<file path="config.mk">
export PLATFORM = sky130hd
export DESIGN_NAME = flopenr
export DESIGN_NICKNAME = d
export VERILOG_FILES = /design/src/rtl/flopenr_pkg.sv /design/src/rtl/flopenr_parity.sv /design/src/rtl/flopenr.sv
export SDC_FILE = /design/constraint.sdc
export NUM_CORES = 1
export LEC_CHECK = 0
export ABC_CLOCK_PERIOD_IN_PS = 1300
export BUFFER_PORTS_ARGS = -buffer_cell sky130_fd_sc_hd__buf_2
export CORE_MARGIN = 10
export CORE_UTILIZATION = 31
export CTS_CLUSTER_DIAMETER = 30
export CTS_CLUSTER_SIZE = 20
export DETAILED_ROUTE_END_ITERATION = 12
export PLACE_DENSITY_LB_ADDON = 0.3
export SYNTH_ARGS = -nofsm -noshare
export SYNTH_HDL_FRONTEND = slang
export SYNTH_SLANG_ARGS = --single-unit
</file>
<file path="constraint.sdc">
create_clock -name clk -period 1.3 [get_ports clk]
set_input_delay 0.39 -clock clk [delete_from_list [all_inputs] [get_ports clk]]
set_output_delay 0.39 -clock clk [all_outputs]
set_load 0.005 [all_outputs]
</file>
<file path="src/rtl/flopenr_pkg.sv">
// Shared constants for the flopenr enable flop: default data width and the legal width range.
// Imported by the interface, the parity reducer and the top-level flop.
package flopenr_pkg;

  localparam int unsigned FLOPENR_DEFAULT_WIDTH = 32;
  localparam int unsigned FLOPENR_MIN_WIDTH     = 1;
  localparam int unsigned FLOPENR_MAX_WIDTH     = 1024;

  // Elaboration-time guard: true when a requested data width is supported.
  function automatic bit flopenr_width_ok(input int unsigned width);
    return (width >= FLOPENR_MIN_WIDTH) && (width <= FLOPENR_MAX_WIDTH);
  endfunction

endpackage : flopenr_pkg

</file>
<file path="src/rtl/flopenr_parity.sv">
// Purely combinational even-parity reducer: par is the XOR of every data bit.
// Instantiated by flopenr only when FLOPENR_PARITY_EN is defined.
module flopenr_parity
  import flopenr_pkg::*;
#(
  parameter int unsigned WIDTH = FLOPENR_DEFAULT_WIDTH
) (
  input  logic [WIDTH-1:0] data,
  output logic             par
);

  // Reduce the whole word to a single even-parity bit.
  always_comb begin
    par = ^data;
  end

endmodule : flopenr_parity

</file>
<file path="src/rtl/flopenr.sv">
// Load-enable register with synchronous active-high reset to RESET_VAL.
// Optional registered even-parity output q_par when FLOPENR_PARITY_EN is defined.
module flopenr
  import flopenr_pkg::*;
#(
  parameter int unsigned      WIDTH     = FLOPENR_DEFAULT_WIDTH,
  parameter logic [WIDTH-1:0] RESET_VAL = {WIDTH{1'b0}}
) (
  input  logic             clk,
  input  logic             reset,
  input  logic             en,
  input  logic [WIDTH-1:0] d,
  output logic [WIDTH-1:0] q
`ifdef FLOPENR_PARITY_EN
  ,
  output logic             q_par
`endif
);

  generate
    if (!flopenr_width_ok(WIDTH)) begin : g_width_check
      $error("flopenr: WIDTH %0d outside supported range", WIDTH);
    end
  endgenerate

  logic [WIDTH-1:0] data_d;
  logic [WIDTH-1:0] data_q;

`ifdef FLOPENR_PARITY_EN
  // Parity of the reset word is fixed at elaboration, so reset needs no reducer.
  localparam logic RESET_PAR = ^RESET_VAL;

  logic par_d;
  logic par_q;

  flopenr_parity #(
    .WIDTH (WIDTH)
  ) u_parity (
    .data (data_d),
    .par  (par_d)
  );
`endif

  // Data path is a straight wire: no transformation between d and the flop.
  always_comb begin
    data_d = d;
  end

  // Storage: reset wins, then load on enable, otherwise hold (data and parity together).
  always_ff @(posedge clk) begin
    if (reset) begin
      data_q <= RESET_VAL;
`ifdef FLOPENR_PARITY_EN
      par_q  <= RESET_PAR;
`endif
    end else if (en) begin
      data_q <= data_d;
`ifdef FLOPENR_PARITY_EN
      par_q  <= par_d;
`endif
    end else begin
      data_q <= data_q;
`ifdef FLOPENR_PARITY_EN
      par_q  <= par_q;
`endif
    end
  end

  // Outputs come straight from the flops.
  always_comb begin
    q = data_q;
`ifdef FLOPENR_PARITY_EN
    q_par = par_q;
`endif
  end

endmodule : flopenr

</file>
==> impl_metrics.tcl <==
set metrics [dict create \
    cts_hold_buf 0 \
    cts_root_buf "clkbuf_8" \
    fp.dieH_um 81.3 \
    grt_max_degree 33 \
    start_kind "flop" \
    clkSinkCount 32 \
    grt_overflow 0 \
    synthDistinctLibCells 6 \
    nNetsFinal 207 \
    core_area_um2 3630 \
    cp-end-kind "primary output" \
    ys_ff_latch 32 \
    layout-drive-gt1-share 0.434 \
    worstPathArrival_ps 730 \
    crit_end "q[31]" \
    drt-total-wl_um 2920 \
    dieArea_um2 6600 \
    tns_ps 0 \
    final_cell_mix "buf_2 (66), mux2i_1 (32), nor2_1 (32), dfxtp_1 (32), clkbuf_8 (6)" \
    vias 948 \
    cap_violations 0 \
    worstSetupStartpoint "q[31]" \
    fmax_mhz 892 \
    slowest_delay_ps 340 \
    antenna_found_initial 0 \
    period_share 0.862 \
    cts_buffers 5 \
    rr_startpoint "q[5]" \
    drc 0 \
    drt_iter0_drc 35 \
    r2r_end "q[5]" \
    final_common_cell "buf_2" \
    synth.avg_cell_area_um2 11.3 \
    pin_count 67 \
    maxSlewHeadroom 0.902 \
    clk_latency_ps 270 \
    crit_fanout 2 \
    critical_path.top_delay_family "flip-flops" \
    cts_tree "built" \
    ff2ff_setup_slack_ps 700 \
    cellLeakagePower_uw 0.000880 \
    drt_pass1_iterations 3 \
    syn_nets 138 \
    regArea_um2 641 \
    syn2layout_area_growth_pct 39.4 \
    postCtsSetupRepairBufs 0 \
    nFillCells 379 \
    status "finished clean" \
    antenna_cells 0 \
    peakVddDrop_uv 612 \
    syn_inst 103 \
    grt_util_all_layers 0.0874 \
    clk_path_buf_depth 2 \
    p_per_area_nw_per_um2 1280 \
    rsz0062_at_grt "no" \
    gp_congestion 0.756 \
    io_buffer_count 66 \
    largest_register_ffs 32 \
    hold_path_depth 3 \
    drv_slew 0 \
    cts_resized 0 \
    final_util 0.446 \
    yosys_warnings 0 \
    crit_buf_inv 1 \
    grt_first_pass_wirelength_um 4530 \
    yosysSeqAreaShare 0.551 \
    post-route-min-period_ps 1120 \
    cpMaxStageDelayCell "dfxtp_1" \
    wire_per_inst_um 13.2 \
    reg2reg_depth 2 \
    required_ps 910 \
    path_cells "buf_2" \
    rows 22 \
    multi_input_area_um2 440 \
    clock_skew_ps 0 \
    hp-class "in -> reg" \
    ant_nets 0 \
    worst_pin_slew_ps 143 \
    cp.depth 1 \
    htree_levels 2 \
    critical_path_class "reg -> out" \
    start_util 0.320 \
    via_per_inst 4.29 \
    hold_viol_final 0 \
    setup_viol 0 \
    syn_area_um2 1160 \
    grt_pass1_vias 970 \
    path_clk_slew_ps 60 \
    die_x_um 81.3 \
]
## final cells by class
cell class / count / share of cell area
timing repair buffer: 69 / 0.241
tap: 48 / 0.0370
sequential: 32 / 0.395
clock buffer: 8 / 0.0556
multi-input combinational: 64 / 0.272
## power breakdown
part,internal (µW),switching (µW),leakage [µW]
Combinational,147,116,0.000571
Sequential,1040,27.9,0.000264
Clock,431,316,0.0000455
## routing by layer
| metal | vias to the layer above | wire length [µm] | GRT usage |
|---|---|---|---|
| met5 | - | 0 | 0 |
| met4 | 0 | 43 | 0.0467 |
| met3 | 4 | 327 | 0.0419 |
| met2 | 43 | 1380 | 0.139 |
| met1 | 428 | 1180 | 0.0943 |
| li1 | 473 | - | - |
## synthesized netlist by cell type
cell / n / area (µm²)
dfxtp_1: 32 / 641
mux2i_1: 32 / 320
buf_12: 3 / 60.1
clkbuf_1: 3 / 11.3
buf_6: 1 / 11.3
nor2_1: 32 / 120
## metrics by stage
| step | worst slack [ps] | instances | hold WS, ps | area, µm² | total power, µW |
|---|---|---|---|---|---|
| floorplan | 317 | 103 | 462 | 1160 | 1230 |
| global placement | 235 | 213 | 467 | 1530 | 1350 |
| detailed placement | 207 | 213 | 476 | 1530 | 1360 |
| CTS | 160 | 221 | 344 | 1620 | 2120 |
| global route | 128 | 221 | 346 | 1620 | 2200 |
| finish | 179 | 221 | 351 | 1620 | 2080 |
## kinds of logic (layout without fill, tap and decap cells)
logic type             after synthesis  count (layout)  synth area share
muxes                               32              32             0.275
DFF                                 32              32             0.551
and+or+nand+nor                     32              32             0.103
buffers and inverters                7              77            0.0710
## worst min path at each step
| stage | from | endpoint | slack, ps |
|---|---|---|---|
| 5_1_grt | d[8] | q[8] | 350 |
| 2_1_floorplan | reset | q[29] | 460 |
| 4_1_cts | d[18] | q[18] | 340 |
| 6_report | d[18] | q[18] | 350 |
| 3_3_place_gp | q[5] | q[5] | 470 |
| 3_5_place_dp | q[8] | q[8] | 480 |
No activity file was read; power rests on OpenSTA's default activity.
